File: config.mk
export PLATFORM = sky130hd
export DESIGN_NAME = ysyx_23060332_mem_arbiter
export DESIGN_NICKNAME = d
export VERILOG_FILES = /design/src/rtl/ysyx_23060332_mem_arbiter_pkg.sv /design/src/rtl/ysyx_23060332_mem_arbiter_rr_arb2.sv /design/src/rtl/ysyx_23060332_mem_arbiter.sv
export SDC_FILE = /design/constraint.sdc
export NUM_CORES = 1
export LEC_CHECK = 0
export ABC_CLOCK_PERIOD_IN_PS = 2200
export CORE_MARGIN = 3
export CORE_UTILIZATION = 36
export CTS_CLUSTER_DIAMETER = 60
export DETAILED_ROUTE_END_ITERATION = 16
export PLACE_DENSITY = 0.88
export SYNTH_ARGS = -nofsm -noshare
export SYNTH_HDL_FRONTEND = slang
export SYNTH_SLANG_ARGS = --single-unit
File: constraint.sdc
create_clock -name clk -period 2.2 [get_ports clk]
set_input_delay 0.66 -clock clk [delete_from_list [all_inputs] [get_ports clk]]
set_output_delay 0.66 -clock clk [all_outputs]
set_load 0.05 [all_outputs]
File: src/rtl/ysyx_23060332_mem_arbiter_pkg.sv
// Shared types for the IFU/LSU memory-port arbiter: FSM state, ownership and
// the latched memory request payload.
package ysyx_23060332_mem_arbiter_pkg;

  localparam int ADDR_W = 32;
  localparam int DATA_W = 32;
  localparam int MASK_W = 4;

  // Bit positions inside the one-hot grant vector.
  localparam int GNT_IFU = 0;
  localparam int GNT_LSU = 1;

  typedef enum logic [1:0] {
    ARB_IDLE = 2'b00,
    ARB_REQ  = 2'b01,
    ARB_RSP  = 2'b10
  } arb_state_e;

  typedef enum logic {
    OWNER_IFU = 1'b0,
    OWNER_LSU = 1'b1
  } owner_e;

  typedef struct packed {
    logic [ADDR_W-1:0] addr;
    logic              wen;
    logic [DATA_W-1:0] wdata;
    logic [MASK_W-1:0] wmask;
  } mem_req_t;

  localparam mem_req_t MEM_REQ_RESET = '0;

  // Fetches are always reads, so write-side fields are forced to zero.
  function automatic mem_req_t ifu_fetch_req(input logic [ADDR_W-1:0] addr);
    mem_req_t r;
    r       = MEM_REQ_RESET;
    r.addr  = addr;
    return r;
  endfunction

endpackage

File: src/rtl/ysyx_23060332_mem_arbiter_rr_arb2.sv
// Two-way grant logic: valids plus last grant and mode to a one-hot grant.
// Purely combinational so it can be exercised on its own.
module ysyx_23060332_mem_arbiter_rr_arb2
  import ysyx_23060332_mem_arbiter_pkg::*;
#(
  parameter int ARB_MODE = 0
) (
  input  logic       ifu_valid_i,
  input  logic       lsu_valid_i,
  input  owner_e     last_grant_i,
  output logic [1:0] grant_o
);

  always_comb begin
    grant_o = 2'b00;
    if (ifu_valid_i && lsu_valid_i) begin
      // Fixed priority favours the LSU; round-robin favours whoever waited.
      if (ARB_MODE == 1 || last_grant_i == OWNER_IFU) begin
        grant_o[GNT_LSU] = 1'b1;
      end else begin
        grant_o[GNT_IFU] = 1'b1;
      end
    end else if (ifu_valid_i) begin
      grant_o[GNT_IFU] = 1'b1;
    end else if (lsu_valid_i) begin
      grant_o[GNT_LSU] = 1'b1;
    end
  end

endmodule

File: src/rtl/ysyx_23060332_mem_arbiter.sv
// Shares the single memory port between IFU and LSU with one outstanding
// transaction, response routing back to the owner and a sticky watchdog.
module ysyx_23060332_mem_arbiter
  import ysyx_23060332_mem_arbiter_pkg::*;
#(
  parameter int ARB_MODE       = 0,
  parameter int TIMEOUT_CYCLES = 1024,
  parameter int CNT_W          = 11
) (
  input  logic              clk,
  input  logic              rst_n,

  input  logic              ifu_req_valid,
  output logic              ifu_req_ready,
  input  logic [ADDR_W-1:0] ifu_addr,
  output logic              ifu_rsp_valid,
  input  logic              ifu_rsp_ready,
  output logic [DATA_W-1:0] ifu_rdata,

  input  logic              lsu_req_valid,
  output logic              lsu_req_ready,
  input  logic [ADDR_W-1:0] lsu_addr,
  input  logic              lsu_wen,
  input  logic [DATA_W-1:0] lsu_wdata,
  input  logic [MASK_W-1:0] lsu_wmask,
  output logic              lsu_rsp_valid,
  input  logic              lsu_rsp_ready,
  output logic [DATA_W-1:0] lsu_rdata,

  output logic              mem_req_valid,
  input  logic              mem_req_ready,
  output logic [ADDR_W-1:0] mem_addr,
  output logic              mem_wen,
  output logic [DATA_W-1:0] mem_wdata,
  output logic [MASK_W-1:0] mem_wmask,
  input  logic              mem_rsp_valid,
  output logic              mem_rsp_ready,
  input  logic [DATA_W-1:0] mem_rdata,

  output logic              timeout
);

  localparam logic [CNT_W:0] CNT_ONE = (CNT_W+1)'(1);
  localparam logic [CNT_W:0] TMO_HIT = (CNT_W+1)'(TIMEOUT_CYCLES - 1);

  arb_state_e       state_q, state_d;
  owner_e           owner_q, owner_d;
  owner_e           last_grant_q, last_grant_d;
  mem_req_t         req_q, req_d;
  logic [CNT_W-1:0] cnt_q, cnt_d;
  logic             timeout_q, timeout_d;

  logic [1:0]       grant;
  logic             in_idle, in_req, in_rsp, busy;
  logic             ifu_hs, lsu_hs, accept;
  logic             owner_rsp_ready;
  logic [CNT_W:0]   cnt_inc;

  ysyx_23060332_mem_arbiter_rr_arb2 #(
    .ARB_MODE (ARB_MODE)
  ) u_rr_arb2 (
    .ifu_valid_i  (ifu_req_valid),
    .lsu_valid_i  (lsu_req_valid),
    .last_grant_i (last_grant_q),
    .grant_o      (grant)
  );

  assign in_idle = (state_q == ARB_IDLE);
  assign in_req  = (state_q == ARB_REQ);
  assign in_rsp  = (state_q == ARB_RSP);
  assign busy    = in_req || in_rsp;

  assign ifu_hs  = in_idle && grant[GNT_IFU] && ifu_req_valid;
  assign lsu_hs  = in_idle && grant[GNT_LSU] && lsu_req_valid;
  assign accept  = ifu_hs || lsu_hs;

  assign owner_rsp_ready = (owner_q == OWNER_LSU) ? lsu_rsp_ready : ifu_rsp_ready;
  assign cnt_inc         = {1'b0, cnt_q} + CNT_ONE;

  always_ff @(posedge clk or negedge rst_n) begin
    if (!rst_n) begin
      state_q <= ARB_IDLE;
    end else begin
      state_q <= state_d;
    end
  end

  always_comb begin
    state_d = state_q;
    unique case (state_q)
      ARB_IDLE: if (accept)                         state_d = ARB_REQ;
      ARB_REQ:  if (mem_req_ready)                  state_d = ARB_RSP;
      ARB_RSP:  if (mem_rsp_valid && mem_rsp_ready) state_d = ARB_IDLE;
      default:                                      state_d = ARB_IDLE;
    endcase
  end

  always_comb begin
    ifu_req_ready = in_idle && grant[GNT_IFU];
    lsu_req_ready = in_idle && grant[GNT_LSU];
    mem_req_valid = in_req;
    mem_rsp_ready = in_rsp && owner_rsp_ready;
    ifu_rsp_valid = in_rsp && (owner_q == OWNER_IFU) && mem_rsp_valid;
    lsu_rsp_valid = in_rsp && (owner_q == OWNER_LSU) && mem_rsp_valid;
    ifu_rdata     = ifu_rsp_valid ? mem_rdata : '0;
    lsu_rdata     = lsu_rsp_valid ? mem_rdata : '0;
  end

  // Payload capture, ownership and watchdog.
  always_comb begin
    owner_d      = owner_q;
    last_grant_d = last_grant_q;
    req_d        = req_q;
    cnt_d        = cnt_q;
    timeout_d    = timeout_q;

    if (lsu_hs) begin
      owner_d      = OWNER_LSU;
      last_grant_d = OWNER_LSU;
      req_d        = '{addr: lsu_addr, wen: lsu_wen, wdata: lsu_wdata, wmask: lsu_wmask};
    end else if (ifu_hs) begin
      owner_d      = OWNER_IFU;
      last_grant_d = OWNER_IFU;
      req_d        = ifu_fetch_req(ifu_addr);
    end

    if (accept) begin
      cnt_d = '0;
    end else if (busy) begin
      if (!(&cnt_q)) cnt_d = cnt_inc[CNT_W-1:0];
      // Raised on the same edge the counter reaches TIMEOUT_CYCLES-1.
      if (cnt_inc == TMO_HIT) timeout_d = 1'b1;
    end
  end

  always_ff @(posedge clk or negedge rst_n) begin
    if (!rst_n) begin
      owner_q      <= OWNER_IFU;
      last_grant_q <= OWNER_IFU;
      req_q        <= MEM_REQ_RESET;
      cnt_q        <= '0;
      timeout_q    <= 1'b0;
    end else begin
      owner_q      <= owner_d;
      last_grant_q <= last_grant_d;
      req_q        <= req_d;
      cnt_q        <= cnt_d;
      timeout_q    <= timeout_d;
    end
  end

  assign mem_addr  = req_q.addr;
  assign mem_wen   = req_q.wen;
  assign mem_wdata = req_q.wdata;
  assign mem_wmask = req_q.wmask;
  assign timeout   = timeout_q;

endmodule

==> impl_summary.txt, run 1 <==
----------------------------------------------------
[Critical path]
  FF-to-FF path depth ... 5
  Category of the most critical setup path ... reg -> out
  Critical path startpoint category ... register
  Startpoint of the most critical setup path ... state_q[1]$_DFFE_PN0P_
  Critical Path RT ... 1540 ps
  Reg-to-reg critical path startpoint ... cnt_q[1]$_DFFE_PN0P_
  Critical-path maximum fanout ... 9
  Element type at the critical path end ... primary output
  Endpoint arrival time on the critical path ... 1680 ps

[STA]
  Highest clock rate ... 426.7 MHz
  Final Setup Violations ... 68
  Transition at the pin with the smallest max-transition slack ... 540.3 ps
  Min Clock Period, post-route ... 2343 ps
  Unrepaired setup endpoints after global routing ... true
  Normalized max-slew margin ... 63.92%
  Share of the clock period used by the worst path after layout ... 106.5%
  Fin. Hold Viols ... 0
  Worst path setup slack after routing ... -143.3 ps
  Setup Skew ... 3.698 ps
  Final count of pins violating max slew ... 0
  Final setup TNS ... -7323 ps

[GRT]
  Number of global-route vias before repair ... 4673
  Aggregate global routing overflow ... 0
  Overall track demand over capacity in global routing ... 25.64%
  Antenna violations before repair ... 3
  Maximum number of pins on one net before global-route repair ... 85
  Global-route wire length before repair ... 25680 µm

[Drt]
  First-pass iteration count of the detailed router ... 4
  Post-detailed-route wirelength per cell ... 19.89 µm
  Count of unresolved DRC violations after routing ... 0
  Via count ... 4403
  Starting DRC count in detailed routing ... 181
  Number of antenna-violating nets in the routed design ... 0
  Total wirelength of the detailed-routed design ... 16730 µm
  Avg Vias per Cell ... 5.235

[Cells and area]
  Area added between synthesis and finish ... 106.0%
  Post-route core utilization ... 77.60%
  Filler cells ... 676
  Final layout net count ... 839
  Fraction of layout cells with a size suffix above 1 ... 31.23%

[Logic synthesis]
  Number of storage elements in the synthesis netlist ... 84
  Net count of the mapped netlist ... 552
  Post-synth design cell area ... 0.004174 mm²
  Unique masters post-synth ... 43
  Count of synthesis-stage warnings from yosys ... 0
  Synthesized area divided by synthesized cell count ... 10.28 µm²
  Sequential fraction of the synthesis area ... 50.36%
  Number of enable-type register cells in the synthesized netlist ... 0
  Fraction of registers with async set/reset ... 100.0%
  Primary FF master, synth ... dfrtp_1
  Gate count after technology mapping ... 406

[Floorplanning]
  Initial core utilization ... 37.68%
  Number of primary I/O pins ... 281
  Die H ... 113.7 µm
  Core Area ... 0.01108 mm²
  Die Area ... 0.01292 mm²
  Chip Width ... 113.7 µm
  Cell Rows ... 38

[Outcome]
  Run status ... complete, but fails checks
  Failing checks ... setup timing

[Power]
  Total power density per cell area ... 1297 mW/mm²
  Power consumption ... 0.01115 W
  Clock power share ... 14.1%
  Switching power of the nets ... 0.005357 W
  Static Leakage ... 3.962 nW
  Combinational fraction of design power ... 61.9%
  Cell-internal power ... 0.005798 W
  Sequential power share ... 24.0%
  Switching power as a share of total power ... 48.02%
  Max rail drop VDD ... 0.001220 V

[Clock tree]
  CTS Sinks ... 84
  Number of buffers created by CTS ... 9
  Clock transition at path regs ... 60 ps
  Max Buffers Root-to-Sink ... 2
  CTS HTree Levels ... 3
  Clock tree root driver cell ... clkbuf_16
  Clk Latency, worst-skew pair ... 330 ps
  TritonCTS clock tree ... built

[Place]
  Final weighted congestion in routability-driven placement ... 0.9276
  HPWL after detailed placement ... 11720 µm
  Number of I/O port buffers ... 280

[Flow run]
  Max-cap violation count ... 0

[Hold path]
  Min-delay worst type ... in -> async

----------------------------------------------------
[power by group through the flow]
stage,combinational (W),sequential [W],clock (W)
floorplan,0.00188,0.00479,0
global placement,0.00648,0.00264,0
detailed placement,0.00661,0.00266,0
CTS,0.00692,0.00267,0.00161
global route,0.00723,0.00275,0.00167
finish,0.00690,0.00267,0.00158
[sequential cells by signal (all words and copies together), names as in the netlist]
name and cells:
timeout 1, mem_wen 1, mem_addr 32, mem_wmask 4, last_grant_q 1, state_q 2, mem_wdata 32, cnt_q 11
[area by class of cell]
cell class                      instances  area, µm²  share of cell area [%]
Timing Repair Buffer                  303       3789                   44.07
Clock buffer                            9      225.2                   2.620
Multi-Input combinational cell        287       2176                   25.31
Antenna cell                            3      7.507                 0.08732
Sequential cell                        84       2103                   24.47
Inverter                                8      30.03                  0.3493
Tap cell                              140      175.2                   2.038
Clock inverter                          7      91.34                   1.062
[kinds of logic (layout without fill, tap and decap cells)]
logic type / count (synthesis) / count (layout) / share of synthesized area [%]
xor+xnor: 3 / 3 / 0.6296
other cells: 0 / 3 / 0
mux: 34 / 34 / 8.184
simple gates: 138 / 142 / 18.26
flops: 84 / 84 / 50.36
fa+ha+maj: 5 / 5 / 1.499
buf+inv: 39 / 327 / 4.017
compound gates: 103 / 103 / 17.06
[final timing paths]
kind	end	slack, ps
hold / removal	mem_wdata[5]$_DFFE_PN0N_	330
hold reg to reg	mem_addr[3]$_DFFE_PN0N_	480
min in group clk	mem_addr[3]$_DFFE_PN0N_	480
setup reg to reg	cnt_q[9]$_DFFE_PN0P_	140
max in group asynchronous	last_grant_q$_DFFE_PN0N_	1490
setup / recovery	ifu_rdata[6]	-140
[routing by layer]
metal / wire [µm] / vias to the layer above / global-route usage [%]
met5: 0 / - / 0
met2: 8849 / 254 / 46.60
li1: - / 2016 / -
met3: 1375 / 39 / 5.676
met1: 5850 / 2094 / 27.95
met4: 650 / 0 / 12.82
[placed cells by master (no fill, tap or decap), types with 6 or more instances in the layout]
cell type,n
a21oi_1,10
a22o_1,37
and2_4,64
and3_4,6
buf_12,73
buf_4,35
clkbuf_16,9
clkdlybuf4s50_1,161
dfrtp_1,83
dlygate4sd2_1,6
dlymetal6s2s_1,21
inv_1,7
mux2i_1,33
nand2_1,39
nand3_1,6
o21ai_0,38
[worst max-delay path: stages (launching register included)]
cell	delay (ps)
dfrtp_1	420
ha_4	180
and3_4	180
buf_6	130
buf_12	130
and2_4	170
buf_12	140
[synthesized netlist by cell type, types with 2 or more instances]
cell,number,area (µm²)
dfrtp_1,84,2102
and2_1,64,400.4
nand2_1,40,150.1
o21ai_0,39,195.2
a22o_1,37,324.1
mux2i_1,33,330.3
clkbuf_1,21,78.83
a21oi_1,12,60.06
inv_1,8,30.03
nand3_1,6,30.03
buf_2,5,25.02
ha_1,5,62.56
nor2_1,5,18.77
or3_1,5,31.28
buf_1,3,11.26
a31oi_1,2,12.51
and3_1,2,12.51
buf_6,2,22.52
nand2b_1,2,12.51
nand4_1,2,12.51
nor2b_1,2,12.51
o311ai_0,2,17.52
o31ai_1,2,15.01
or2_2,2,12.51
or4_1,2,15.01
xnor2_1,2,17.52
[metrics by stage]
step	std cells	area [µm²]	worst slack [ps]	hold WS, ps
3_5_place_dp	809	7863	-365.0	469.9
4_1_cts	838	8527	-143.4	371.9
3_3_place_gp	809	7863	-321.7	463.3
2_1_floorplan	406	4205	16.18	364.4
6_report	841	8597	-143.3	327.6
5_1_grt	841	8597	-201.5	396.1
[repair_timing]
action	in CTS	in global routing
gates resized for setup	96	23
hold buffers	0	0
cloned	7	0
pin swaps	16	1
setup endpoints to repair	71	91
setup buffers	7	0
Note: power is estimated with default switching activity, not from simulation.
==> run 2, diff against run 1 <==
--- a/config.mk
+++ b/config.mk
@@ -9,6 +9,7 @@
 export CORE_MARGIN = 3
 export CORE_UTILIZATION = 36
 export CTS_CLUSTER_DIAMETER = 60
+export CTS_CLUSTER_SIZE = 24
 export DETAILED_ROUTE_END_ITERATION = 16
 export PLACE_DENSITY = 0.88
 export SYNTH_ARGS = -nofsm -noshare
==> results of run 2 <==
No change in the layout: final DEF, timing and power equal those of run 1.
==> run 3, diff against run 2 <==
--- a/config.mk
+++ b/config.mk
@@ -6,12 +6,15 @@
 export NUM_CORES = 1
 export LEC_CHECK = 0
 export ABC_CLOCK_PERIOD_IN_PS = 2200
+export CELL_PAD_IN_SITES_DETAIL_PLACEMENT = 1
+export CELL_PAD_IN_SITES_GLOBAL_PLACEMENT = 1
 export CORE_MARGIN = 3
-export CORE_UTILIZATION = 36
+export CORE_UTILIZATION = 25
 export CTS_CLUSTER_DIAMETER = 60
 export CTS_CLUSTER_SIZE = 24
 export DETAILED_ROUTE_END_ITERATION = 16
-export PLACE_DENSITY = 0.88
+export GPL_ROUTABILITY_DRIVEN = 1
+export PLACE_DENSITY = 0.87
 export SYNTH_ARGS = -nofsm -noshare
 export SYNTH_HDL_FRONTEND = slang
 export SYNTH_SLANG_ARGS = --single-unit
==> run 3 against run 2 <==
- the run still ends with setup timing left
- global-route usage decreased by 5.8 points
- fmax decreased by 2.7%
- hold slack improved by 22 ps
- core utilization decreased by 23 points
- die area increased by 41%
- setup slack got worse by 64 ps
- critical path depth unchanged
- sequential share of layout area decreased by 0.59 points
- sequential power about the same
- flip-flop and latch count unchanged
- register-to-register slack about the same
- clock-buffer cell count unchanged
- largest cell class unchanged
- largest power group unchanged
- highest routed layer is now met5
==> impl_summary.txt, run 3 (synthesis gave the netlist of run 1 again) <==
----------------------------------------------------
[Outcome]
  Run status ... complete, but fails checks
  Failing checks ... setup timing

[Power]
  Max rail drop VDD ... 0.0006714 V (-45%)
  Static Leakage ... 4.212 nW (+6.3%)
  Total power density per cell area ... 1272 mW/mm² (-1.9%)

[Cells and area]
  Top library cells by usage in the layout, fill and taps aside ... clkdlybuf4s50_1 (141), dfrtp_1 (83), buf_12 (77)
  Filler cells ... 1626 (+140%)
  Final layout net count ... 842 (+0.36%)
  Most common cell after layout, fill and taps aside ... clkdlybuf4s50_1
  Cell area after layout ... 0.008808 mm² (+2.5%)
  Area added between synthesis and finish ... 111.0%
  Post-route core utilization ... 54.66% (-23 points)
  Fraction of layout cells with a size suffix above 1 ... 31.67% (+0.44 points)

[Clock tree]
  TritonCTS clock tree ... built
  CTS Sinks ... 84 (unchanged)
  Hold-fix buffers at CTS ... 0 (unchanged)
  Clock tree root driver cell ... clkbuf_16
  Max Buffers Root-to-Sink ... 2 (unchanged)
  CTS HTree Levels ... 3 (unchanged)
  Clk Latency, worst-skew pair ... 330 ps (about the same)
  Number of buffers created by CTS ... 9 (unchanged)
  Clock transition at path regs ... 60 ps (about the same)

[Place]
  HPWL after detailed placement ... 13650 µm (+16%)
  Placed inst area ... 0.007985 mm² (+1.6%)
  Number of I/O port buffers ... 280 (unchanged)
  Final weighted congestion in routability-driven placement ... 0.7968 (-14%)

[Floorplanning]
  Chip Width ... 135.2 µm (+19%)
  Core Area ... 0.01612 mm² (+45%)
  Initial core utilization ... 25.90% (-12 points)
  Die Area ... 0.01828 mm² (+41%)
  Cell Rows ... 46 (+21%)
  Number of primary I/O pins ... 281 (unchanged)
  Die H ... 135.2 µm (+19%)

[STA]
  Share of the clock period used by the worst path after layout ... 109.4% (+2.9 points)
  Min Clock Period, post-route ... 2408 ps (+64.40 ps)
  Transition at the pin with the smallest max-transition slack ... 539.1 ps (-1.213 ps)
  Final Setup Violations ... 67 (-1.5%)
  Unrepaired setup endpoints after global routing ... true
  Normalized max-slew margin ... 64.00% (+0.081 points)
  Final count of pins violating max slew ... 0 (unchanged)
  Worst path setup slack after routing ... -207.7 ps (-64.41 ps)
  Fin. Hold Viols ... 0 (unchanged)
  Setup Skew ... 4.253 ps (+0.5545 ps)
  Highest clock rate ... 415.3 MHz (-2.7%)
  Final setup TNS ... -10400 ps (-3080 ps)

[Drt]
  Number of antenna-violating nets in the routed design ... 0 (unchanged)
  Count of unresolved DRC violations after routing ... 0 (unchanged)
  Via count ... 4400 (-0.068%)
  Starting DRC count in detailed routing ... 99 (-45%)
  Post-detailed-route wirelength per cell ... 20.56 µm (+3.4%)
  First-pass iteration count of the detailed router ... 5 (+1)
  Avg Vias per Cell ... 4.788 (-8.5%)
  Total wirelength of the detailed-routed design ... 18900 µm (+13%)

[Critical path]
  Biggest cell delay along the critical path ... 270 ps (-150 ps)
  Element type at the critical path end ... primary output
  Slowest cell on crit path ... dlygate4sd2_1
  Critical path startpoint category ... primary input
  Critical Path RT ... 1540 ps (about the same)
  Endpoint arrival time on the critical path ... 1750 ps (+70 ps)
  Category of the most critical setup path ... in -> out
  Cell breakdown of the critical path ... dlygate4sd2_1 > and3_4 > buf_8 > buf_16 > and2_4 > buf_12
  Critical-path maximum fanout ... 8 (-1)

[GRT]
  Antenna violations before repair ... 4 (+1)
  Global-route wire length before repair ... 28140 µm (+9.6%)
  Aggregate global routing overflow ... 0 (unchanged)
  Maximum number of pins on one net before global-route repair ... 86 (+1.2%)
  Number of global-route vias before repair ... 4966 (+6.3%)
  Overall track demand over capacity in global routing ... 19.79% (-5.8 points)

[Flow run]
  Max-cap violation count ... 0 (unchanged)

[Hold path]
  Min-delay worst type ... in -> async

----------------------------------------------------
[run 3: cell count changes in the layout (fill, tap and decap cells not counted), moves of 2 or more]
cell             delta
dlymetal6s2s_1     +14
clkinvlp_4          +2
inv_6               +2
buf_12              +4
dlygate4sd2_1       +4
buf_4               +3
clkdlybuf4s50_1    -20
clkinv_2            -2
ha_2                -2
and3_4              -4
[run 3: per-layer routing]
layer / track usage (%) / vias up / share of wire [%]
li1: - / 2010 / -
met1: 20.51 / 2133 / 35
met2: 37.58 / 227 / 55
met3: 6.092 / 26 / 8.3
met4: 6.719 / 4 / 1.7
met5: 0 / - / 0.16
[run 3: report_power, final]
group          switching, W  internal [W]  leakage (nW)
combinational       0.00441       0.00262          3.00
sequential         0.000451       0.00222          1.08
clock              0.000618      0.000885         0.138
total               0.00548       0.00573          4.21
[run 3: final cells by class]
| class | instances | area, µm² | area share, % |
|---|---|---|---|
| Clock buffer | 9 | 225.2 | 2.557 |
| Inverter | 8 | 30.03 | 0.3409 |
| Antenna cell | 2 | 5.005 | 0.05682 |
| Timing Repair Buffer | 310 | 3964 | 45.00 |
| Clock inverter | 7 | 75.07 | 0.8523 |
| Sequential cell | 84 | 2103 | 23.88 |
| Multi-Input combinational cell | 283 | 2136 | 24.25 |
| Tap cell | 216 | 270.3 | 3.068 |
[run 3: what timing repair did]
item / CTS / global route
pin swaps: 19 / 6
cloned: 5 / 1
endpoints found under the setup margin: 75 / 102
gates resized for setup: 74 / 58
buffers inserted: 3 / 4
[run 3: worst paths after layout]
kind | from | endpoint | cells past startpoint | slack [ps]
setup / recovery | mem_rsp_valid | lsu_rdata[14] | 6 | -210
hold / removal | rst_n | mem_wdata[1]$_DFFE_PN0N_ | 2 | 350
setup reg to reg | cnt_q[0]$_DFFE_PN0P_ | cnt_q[7]$_DFFE_PN0P_ | 5 | 130
hold reg to reg | mem_addr[21]$_DFFE_PN0N_ | mem_addr[21]$_DFFE_PN0N_ | 2 | 480
max in group asynchronous | rst_n | last_grant_q$_DFFE_PN0N_ | 2 | 1490
min in group clk | mem_addr[21]$_DFFE_PN0N_ | mem_addr[21]$_DFFE_PN0N_ | 2 | 480
[run 3: worst max-delay path: cells and delay by family]
kind,cells,cell delay (ps)
buffers and inverters,4,690
and+or+nand+nor,2,390
[run 3: metrics by stage]
stage	instances	setup WS [ps]	hold WS, ps	total power [W]
floorplan	406	16.18	364.4	0.006670
global placement	888	-327.1	463.4	0.009189
detailed placement	888	-391.7	464.6	0.009454
CTS	912	-210.3	370.8	0.01120
global route	919	-255.7	388.2	0.01175
finish	919	-207.7	349.4	0.01121
